### config.mk
export PLATFORM = sky130hd
export DESIGN_NAME = ex_issue_queue
export DESIGN_NICKNAME = d
export VERILOG_FILES = /design/src/rtl/ex_issue_queue.sv
export SDC_FILE = /design/constraint.sdc
export NUM_CORES = 1
export LEC_CHECK = 0
export CAP_MARGIN = 15
export CORE_ASPECT_RATIO = 0.8
export CORE_MARGIN = 2
export CORE_UTILIZATION = 30
export CTS_CLUSTER_DIAMETER = 120
export DETAILED_ROUTE_END_ITERATION = 10
export PLACE_DENSITY = 0.59
export SLEW_MARGIN = 25
export SYNTH_ARGS = -nofsm -noshare
export SYNTH_HDL_FRONTEND = slang
export SYNTH_SLANG_ARGS = --single-unit
### constraint.sdc
create_clock -name clk -period 13.33 [get_ports clk]
set_input_delay 3.3325 -clock clk [delete_from_list [all_inputs] [get_ports clk]]
set_output_delay 3.3325 -clock clk [all_outputs]
set_load 0.005 [all_outputs]
### src/rtl/ex_issue_queue.sv
// rtl/ex_issue_queue.sv - in-order issue queue feeding the base integer execution unit
//
// Buffers decoded ALU micro-ops from stage 2. The oldest entry is shown
// combinationally to the EU over a valid/ready handshake. A flush empties
// the queue on a branch mispredict or a trap.
//
// Ports:
//   clk, rst_n               core clock, asynchronous active-low reset
//   flush                    synchronous discard of all entries
//   in_valid/in_ready        stage-2 handshake
//   in_op1/in_op2/in_sel/in_rd   incoming micro-op fields
//   out_valid/out_ready      EU handshake
//   out_op1/out_op2/out_sel/out_rd   head micro-op fields (zero when empty)
//   count                    current occupancy, 0..DEPTH
module ex_issue_queue #(
    parameter int DEPTH = 4,
    parameter int SEL_W = 6,
    parameter int RD_W  = 5
) (
    input  logic                       clk,
    input  logic                       rst_n,
    input  logic                       flush,
    input  logic                       in_valid,
    output logic                       in_ready,
    input  logic [63:0]                in_op1,
    input  logic [63:0]                in_op2,
    input  logic [SEL_W-1:0]           in_sel,
    input  logic [RD_W-1:0]            in_rd,
    output logic                       out_valid,
    input  logic                       out_ready,
    output logic [63:0]                out_op1,
    output logic [63:0]                out_op2,
    output logic [SEL_W-1:0]           out_sel,
    output logic [RD_W-1:0]            out_rd,
    output logic [$clog2(DEPTH):0]     count
);

    localparam int PTR_W = $clog2(DEPTH);
    localparam int CNT_W = PTR_W + 1;

    logic [63:0]      mem_op1 [DEPTH];
    logic [63:0]      mem_op2 [DEPTH];
    logic [SEL_W-1:0] mem_sel [DEPTH];
    logic [RD_W-1:0]  mem_rd  [DEPTH];

    logic [PTR_W-1:0] rptr;
    logic [PTR_W-1:0] wptr;
    logic [CNT_W-1:0] cnt;

    logic enq;
    logic deq;

    // in_ready is a function of the occupancy only, so there is no
    // combinational path from out_ready; a full queue never takes a new
    // entry even when the head leaves in the same cycle.
    assign in_ready  = (cnt != CNT_W'(DEPTH));
    assign out_valid = (cnt != '0);
    assign count     = cnt;

    assign enq = in_valid && in_ready;
    assign deq = out_valid && out_ready;

    always_ff @(posedge clk or negedge rst_n) begin
        if (!rst_n) begin
            rptr <= '0;
            wptr <= '0;
            cnt  <= '0;
        end else if (flush) begin
            // Flush wins over any handshake in the same cycle.
            rptr <= '0;
            wptr <= '0;
            cnt  <= '0;
        end else begin
            if (enq) begin
                wptr <= wptr + PTR_W'(1);
            end
            if (deq) begin
                rptr <= rptr + PTR_W'(1);
            end
            if (enq && !deq) begin
                cnt <= cnt + CNT_W'(1);
            end else if (deq && !enq) begin
                cnt <= cnt - CNT_W'(1);
            end
        end
    end

    // Entry storage carries no reset; occupancy alone decides validity.
    always_ff @(posedge clk) begin
        if (enq && !flush) begin
            mem_op1[wptr] <= in_op1;
            mem_op2[wptr] <= in_op2;
            mem_sel[wptr] <= in_sel;
            mem_rd[wptr]  <= in_rd;
        end
    end

    // Show-ahead head read; outputs are forced to zero while empty so stale
    // storage never leaks toward the EU.
    always_comb begin
        out_op1 = '0;
        out_op2 = '0;
        out_sel = '0;
        out_rd  = '0;
        if (out_valid) begin
            out_op1 = mem_op1[rptr];
            out_op2 = mem_op2[rptr];
            out_sel = mem_sel[rptr];
            out_rd  = mem_rd[rptr];
        end
    end

endmodule

## Yosys cells after proc, flatten, opt, wreduce, memory -nomap -nowiden

Memories as Yosys holds them, arrays and structs flattened.
Cells that the tools add are included.

| operators by class | value |
|---|---|
| add/subtract/negate cells | 4 |
| equality and inequality tests | 1 |
| multiplexer cells | 13 |
| reduce and logical (&&, ||, !) cells | 12 |

Operators by type and width:

| operator | number |
|---|---|
| two-way mux 64 bit | 2 |
| two-way mux 3 bit | 3 |
| two-way mux 2 bit | 4 |
| two-way mux 6 bit | 1 |
| nonzero test 3 bit | 2 |
| logical AND 1 bit | 5 |
| two-way mux 5 bit | 1 |
| adder 2 x 1 -> 2 bit (second input constant) | 2 |
| nonzero test 2 bit | 2 |
| adder 3 x 1 -> 3 bit (second input constant) | 1 |
| logical NOT 1 bit | 3 |
| inequality test 3 bit (second input constant) | 1 |
| subtractor 3 x 1 -> 3 bit (second input constant) | 1 |
| two-way mux 1 bit | 2 |

| word-level totals | value |
|---|---|
| register bits | 7 |
| RAM bits | 556 |
| bits of input ports | 144 |
| word-level logic and storage cells | 37 |
| memories kept | 4 |

Memories:

| name | depth | bits a word | rd ports | clocked after Yosys merged registers in | wr ports | line | RTL |
|---|---|---|---|---|---|---|---|
| mem_op1 | 4 | 64 | 1 | 0 | 1 | 41 | `logic [63:0] mem_op1 [DEPTH];` |
| mem_op2 | 4 | 64 | 1 | 0 | 1 | 42 | `logic [63:0] mem_op2 [DEPTH];` |
| mem_sel | 4 | 6 | 1 | 0 | 1 | 43 | `logic [SEL_W-1:0] mem_sel [DEPTH];` |
| mem_rd | 4 | 5 | 1 | 0 | 1 | 44 | `logic [RD_W-1:0] mem_rd [DEPTH];` |

## Longest topological paths before layout

Gate-level depths: netlist of the first run.

| logic depth | value |
|---|---|
| word-level depth | 7 |
| depth in mapped cells | 10 |
| mapped depth without buffers | 8 |

## Least setup slack after synthesis of the first run

No wires, ideal clock.

| timing | value |
|---|---|
| kind | input-to-reg |
| start | input port in_valid |
| end | memory mem_op1[0][0] (enable) |
| setup time | 516 ps |
| arrival | 7109 ps |
| path slack | 5706 ps |
| cell stages on the path | 4 |
| cell sequence | clkbuf_1 > nand2_1 > nor2_1 > and2_1 |

| on the way | value |
|---|---|
| word-level cells in the longest chain between the ends | 4 |

RTL lines:

| what | line | RTL |
|---|---|---|
| start, declared | 23 | `input logic in_valid,` |
| logical AND 1 bit | 60 | `assign enq = in_valid && in_ready;` |
| logical AND 1 bit | 90 | `if (enq && !flush) begin` |
| two-way mux 1 bit | 90 |  |
| two-way mux 1 bit (not written as such) | 91 | `mem_op1[wptr] <= in_op1;` |
| end, declared | 41 |  |

No other way between the ends.

## Final worst setup path of the first run

| timing | value |
|---|---|
| start | register rptr[0] |
| end | output port out_sel[0] |

| on the way | value |
|---|---|
| word-level cells in the longest chain between the ends | 2 |

RTL lines:

| what | line | RTL |
|---|---|---|
| start, declared | 46 | `logic [PTR_W-1:0] rptr;` |
| start signal, assigned | 78 | `rptr <= rptr + PTR_W'(1);` |
| memory read (4 x 6 bit) | - |  |
| two-way mux 6 bit | 105 | `if (out_valid) begin` |
| end, declared | 33 | `output logic [SEL_W-1:0] out_sel,` |

No other way between the ends.

==> impl_metrics.csv, run 1 <==
group,metric,value,unit
outcome,status,"completed",
worst_hold_path,min_delay_path_depth,2,
place,place_hpwl,26930,um
floorplanning,design.core.area,70760,sq um
power,power.leakage,8.514,nW
critical_path,crit_path_end_kind,"output pin",
critical_path,max_stage_delay,0.78,ns
power,power.density,178.5,nW/um^2
global_routing,grt-ovfl-total,0,
finish,area_delta_synth_final,27.50,%
route,wl_per_cell,20.71,um
route,drtIter0Drc,557,
finish,final_area,27430,sq um
clock_tree,htreeDepth,2,
yosys,post-synth-top-area-fraction,77.61,%
timing,post-route-min-period,7.434,ns
worst_hold_path,worst_hold_path.endpoint,"wptr[1]",
yosys,ys_seq_elements,563,
finish,fillers,6394,
clock_tree,post_cts_buffers,0,
timing,finalSetupViolCount,0,
yosys,synth.distinct_cells,34,
worst_hold_path,min_from,"wptr[1]",
critical_path,timing.rr.start,"count[2]",
timing,rsz0062_at_grt,"false",
clock_tree,path_clk_slew,0.06,ns
timing,setup_slack,5.896,ns
critical_path,r2r_end,"count[1]",
floorplanning,start_util,30.40,%
route,routed_via_density,4.587,
timing,finalCritPeriodShare,55.77,%
finish,drive_gt1_share,19.08,%
critical_path,r2r_setup_slack,9.98,ns
critical_path,startpoint_type,"flop",
yosys,synth_nets,1094,
critical_path,crit_slowest_cell,"dfrtp_4",
global_routing,antenna_found_initial,9,
route,ant_nets,0,
route,firstDrtPassIters,4,
critical_path,crit_family,"buffers and inverters",
timing,clock_skew,0.01834,ns
route,drc_errors,0,
route,totalWireLength,46400,um
place,place_ws,6.308,ns
floorplanning,die_h,243.5,um
place,placed_area,25400,sq um
clock_tree,cts_sinks,563,
timing,fin_tns_setup,0,ns
clock_tree,clockBufferDepth,3,
clock_tree,holdBufCountCts,0,
critical_path,cp.required,10.00,ns
finish,nNetsFinal,1406,
critical_path,reg2regPathDepth,7,
yosys,synth_warnings,0,
clock_tree,cts_root_buffer,"clkbuf_16",
timing,tightest_slew,0.9851,ns
route,vias,10275,
yosys,synth_top_area_cell,"edfxtp_1",
clock_tree,cts_buffers,58,
yosys,synthesis.instances,945,
critical_path,crit_chain,"buf_4 -> buf_4 -> mux4_2 -> and2_1 -> clkdlybuf4s50_1",
finish,fin_util,38.76,%
global_routing,grt_pass1_vias,11117,
timing,max_slew_margin,34.33,%
place,port-buffer-count,287,
critical_path,cp.arrival,4.10,ns
critical_path,critical_path_class,"reg -> out",
floorplanning,fp.dieW,303.4,um
floorplanning,ios,288,
timing,slew_viol_final,0,
yosys,syn_area_per_cell,22.76,sq um
power,peakVddDrop,0.1147,mV
critical_path,worstPathMaxFanout,37,
global_routing,grt_pass1_wl,69180,um
floorplanning,fp-row-count,87,
timing,hold_violations,0,
run,maxCapViolations,0,
global_routing,grt_max_degree,78,
yosys,ys_seq_area_share,78.43,%
timing,max_freq,134.5,MHz
clock_tree,post_cts_resized,0,
worst_hold_path,holdCritPathClass,"reg -> reg",
critical_path,worst-path-buf-inv,3,
floorplanning,die-area,73880,sq um
clock_tree,cts_tree,"built",
critical_path,critPathMostFrequentCell,"buf_4",
place,gp_congestion,0.7110,
yosys,synth.area.top_cells,"edfxtp_1 78%, mux4_2 15%, and2_1 4.2%, dfrtp_1 0.81%, buf_6 0.52%",
yosys,syn_area,21510,sq um
clock_tree,insertion_delay,0.59,ns
global_routing,grtUsageTotal,12.44,%
[cells by family (layout without fill, tap and decap cells)]
group / count (synthesis) / after routing / share of synthesized area, %
AO/OA/AOI/OAI: 13 / 13 / 0.4072
XOR/XNOR: 4 / 4 / 0.1629
adder cells (fa/ha/maj): 5 / 5 / 0.3257
buffers and inverters: 57 / 412 / 1.472
flip-flops: 563 / 563 / 78.43
multiplexers: 140 / 140 / 14.60
other: 0 / 6 / 0
AND/OR/NAND/NOR: 163 / 163 / 4.607
[state kept, by name (all words and copies together), names as in the netlist]
signal,cells
mem_op1,256
mem_sel,24
mem_rd,20
count,3
mem_op2,256
rptr,2
wptr,2
[metrics by stage]
step / hold WS, ns / std cells / power (mW)
6_report: 0.5779 / 2240 / 4.895
5_1_grt: 0.6060 / 2234 / 5.130
4_1_cts: 0.5835 / 2232 / 4.998
3_5_place_dp: 0.5756 / 2129 / 3.315
3_3_place_gp: 0.5645 / 2128 / 3.307
2_1_floorplan: 0.5425 / 945 / 2.708
[cells in the final DEF (no fill, tap or decap), types with 6 or more instances in the layout]
master / instances
bufinv_16: 10
clkbuf_16: 59
clkdlybuf4s50_1: 287
edfxtp_1: 556
diode_2: 6
and2_1: 139
clkinv_2: 7
buf_4: 14
clkinv_1: 14
mux4_2: 139
nand2_1: 6
[worst max-delay path by stage]
stage / start / end / slack (ns) / depth (start not counted)
2_1_floorplan: in_valid / mem_op1[0][0] / 5.71 / 4
3_3_place_gp: rptr[0] / out_op1[56] / 6.30 / 5
3_5_place_dp: rptr[0] / out_op1[56] / 6.31 / 5
4_1_cts: rptr[0] / out_op1[56] / 5.64 / 5
5_1_grt: rptr[0] / out_op1[58] / 5.48 / 5
6_report: rptr[0] / out_sel[0] / 5.90 / 5
[cell usage after synthesis (all sizes together)]
master / instances
a211oi: 1
a21boi: 1
a21oi: 4
a311oi: 1
a32oi: 1
and2: 143
buf: 30
clkbuf: 22
dfrtp: 7
edfxtp: 556
fa: 1
ha: 4
inv: 5
mux2i: 1
mux4: 139
nand2: 6
nand2b: 1
nand3: 3
nand3b: 1
nor2: 5
nor2b: 1
nor3: 1
o2111ai: 1
o21ai: 1
o22ai: 2
o2bb2ai: 1
or3: 1
or3b: 1
xnor2: 2
xor2: 2
[worst reg2reg max path: cells and delay by family (launching register included)]
family | cells | cell delay, ns
compound gates | 4 | 0.87
buf+inv | 1 | 0.72
fa+ha+maj | 1 | 0.46
simple gates | 1 | 0.70
flops | 1 | 0.50
[layer usage]
layer / vias up / track usage [%] / share of wire [%]
met5: - / 0 / 0.17
met4: 12 / 2.970 / 1.7
met3: 72 / 5.136 / 10
met2: 290 / 20.39 / 48
met1: 5400 / 15.29 / 40
li1: 4501 / - / -
[power by group]
group          total [mW]  switching [mW]  internal, mW
combinational        1.16           0.492         0.669
sequential           2.08          0.0398          2.04
clock                1.65           0.657         0.998
total                4.89            1.19          3.71
[layout make-up]
| type | instances | area [sq um] | area share [%] |
|---|---|---|---|
| inverter | 5 | 18.77 | 0.06843 |
| antenna | 6 | 15.01 | 0.05474 |
| clock buffer | 64 | 1495 | 5.451 |
| timing repair buffer | 304 | 3053 | 11.13 |
| sequential | 563 | 16880 | 61.54 |
| tap | 934 | 1169 | 4.261 |
| multi-input combinational | 325 | 4339 | 15.82 |
| clock inverter | 39 | 459.2 | 1.674 |
(Power assumes the default switching activity.)
==> run 2: changes to the inputs <==
- PLACE_DENSITY: 0.59 -> 0.6
- clock period: 13.33 -> 6.6 ns (I/O delays scaled with it)
==> impl_metrics.csv, run 2 (same netlist as run 1, synthesis figures left out) <==
group,metric,value,unit
critical_path,max_stage_delay,0.70,ns
global_routing,grt_pass1_vias,10881,
critical_path,cp.arrival,3.21,ns
clock_tree,cts_buffers,57,
place,placed_area,25530,sq um
timing,setup_slack,1.736,ns
timing,hold_violations,0,
route,highest_layer,"met5",
route,firstDrtPassIters,4,
route,ant_nets,0,
timing,finalSetupViolCount,0,
finish,top_regs,"mem_op1 (256), mem_op2 (256), mem_sel (24)",
clock_tree,post_cts_resized,0,
timing,slew_viol_final,0,
timing,post-route-min-period,4.864,ns
power,combinationalPowerShare,24.2,%
timing,rsz0062_at_grt,"false",
place,gp_congestion,0.7424,
timing,finalCritPeriodShare,73.69,%
timing,max_freq,205.6,MHz
finish,drive_gt1_share,19.42,%
clock_tree,post_cts_buffers,0,
critical_path,crit_slowest_cell,"dfrtp_4",
floorplanning,die_h,243.5,um
power,peakVddDrop,0.1839,mV
route,wl_per_cell,20.17,um
power,p_int,7.417,mW
clock_tree,htreeDepth,2,
critical_path,r2r_setup_slack,3.92,ns
floorplanning,ios,288,
clock_tree,holdBufCountCts,0,
place,port-buffer-count,287,
power,power.leakage,8.530,nW
route,drtIter0Drc,624,
timing,max_slew_margin,54.84,%
global_routing,grtUsageTotal,12.12,%
floorplanning,fp-row-count,87,
route,routed-wl-met3,3491,um
power,p_sw_share,24.49,%
clock_tree,insertion_delay,0.61,ns
critical_path,critical_path_class,"reg -> out",
timing,tightest_slew,0.6774,ns
run,maxCapViolations,0,
floorplanning,start_util,30.40,%
critical_path,worstSetupEndpoint,"out_op1[29]",
power,power.density,357.6,nW/um^2
timing,fin_tns_setup,0,ns
global_routing,grt_max_degree,79,
place,place_ws,2.115,ns
global_routing,grt_pass1_wl,67390,um
finish,area_delta_synth_final,27.70,%
worst_hold_path,holdCritPathClass,"reg -> reg",
clock_tree,path_clk_slew,0.06,ns
route,vias,10166,
global_routing,antenna_found_initial,8,
finish,fin_util,38.83,%
critical_path,crit_path_end_kind,"output pin",
floorplanning,fp.dieW,303.4,um
critical_path,timing.rr.start,"count[2]",
global_routing,grt-ovfl-total,0,
route,wl_met1,19450,um
timing,clock_skew,0.02335,ns
route,totalWireLength,45170,um
finish,nNetsFinal,1406,
floorplanning,die-area,73880,sq um
critical_path,crit_chain,"buf_16 -> buf_12 -> mux4_2 -> and2_1 -> clkdlybuf4s50_1",
finish,most-common-layout-cells,"556 x edfxtp_1, 287 x clkdlybuf4s50_1, 139 x mux4_2, 139 x and2_1, 57 x clkbuf_16",
critical_path,startpoint_type,"flop",
power,seq_power_share,42.7,%
finish,final_common_cell,"edfxtp_1",
route,drc_errors,0,
clock_tree,cts_root_buffer,"clkbuf_16",
clock_tree,cts_tree,"built",
finish,final_area,27470,sq um
critical_path,worstPathMaxFanout,37,
clock_tree,cts_sinks,563,
power,power.switching,2.406,mW
route,routed-wl-met2,21300,um
clock_tree,clockBufferDepth,3,
critical_path,cp.required,4.95,ns
route,routed_via_density,4.538,
critical_path,startpoint,"rptr[0]",
critical_path,reg2regPathDepth,5,
outcome,status,"completed",
power,clockPowerShare,33.1,%
critical_path,r2r_end,"mem_op1[0][26]",
place,place_hpwl,25940,um
floorplanning,design.core.area,70760,sq um
-- run 2: worst min-delay path by stage --
stage / start / to / slack [ns] / cells past startpoint
2_1_floorplan: wptr[1] / wptr[1] / 0.54 / 2
3_3_place_gp: wptr[1] / wptr[1] / 0.57 / 2
3_5_place_dp: wptr[1] / wptr[1] / 0.58 / 2
4_1_cts: wptr[1] / wptr[1] / 0.59 / 2
5_1_grt: wptr[1] / wptr[1] / 0.62 / 2
6_report: wptr[1] / wptr[1] / 0.59 / 2
-- run 2: critical path: cells and delay by family (launching register included) --
kind / cells / cell delay [ns]
buffers and inverters: 3 / 1.07
multiplexers: 1 / 0.60
flip-flops: 1 / 0.70
AND/OR/NAND/NOR: 1 / 0.19
-- run 2: layout make-up --
type                       instances  area (sq um)
tap                              934          1169
antenna                            3         7.507
sequential                       563         16880
inverter                           5         18.77
fill                            6348         43280
timing repair buffer             305          3153
clock buffer                      69          1491
multi-input combinational        325          4339
clock inverter                    36         414.1
-- run 2: routing by layer --
layer	track usage [%]	vias up
met1	16.20	5330
li1	-	4498
met2	19.06	253
met5	0	-
met3	3.995	77
met4	3.114	8
-- run 2: metrics by stage --
step | instances | total power [mW] | hold WS, ns
finish | 2240 | 9.823 | 0.5912
global route | 2238 | 10.30 | 0.6207
CTS | 2236 | 10.01 | 0.5863
detailed placement | 2131 | 6.704 | 0.5771
global placement | 2131 | 6.698 | 0.5736
floorplan | 945 | 5.469 | 0.5425
-- run 2: power by group through the flow --
stage	clock [mW]	sequential, mW	combinational, mW
floorplan	0	4.24	1.22
global placement	0	4.30	2.40
detailed placement	0	4.31	2.39
CTS	3.37	4.24	2.41
global route	3.50	4.21	2.59
finish	3.25	4.19	2.38
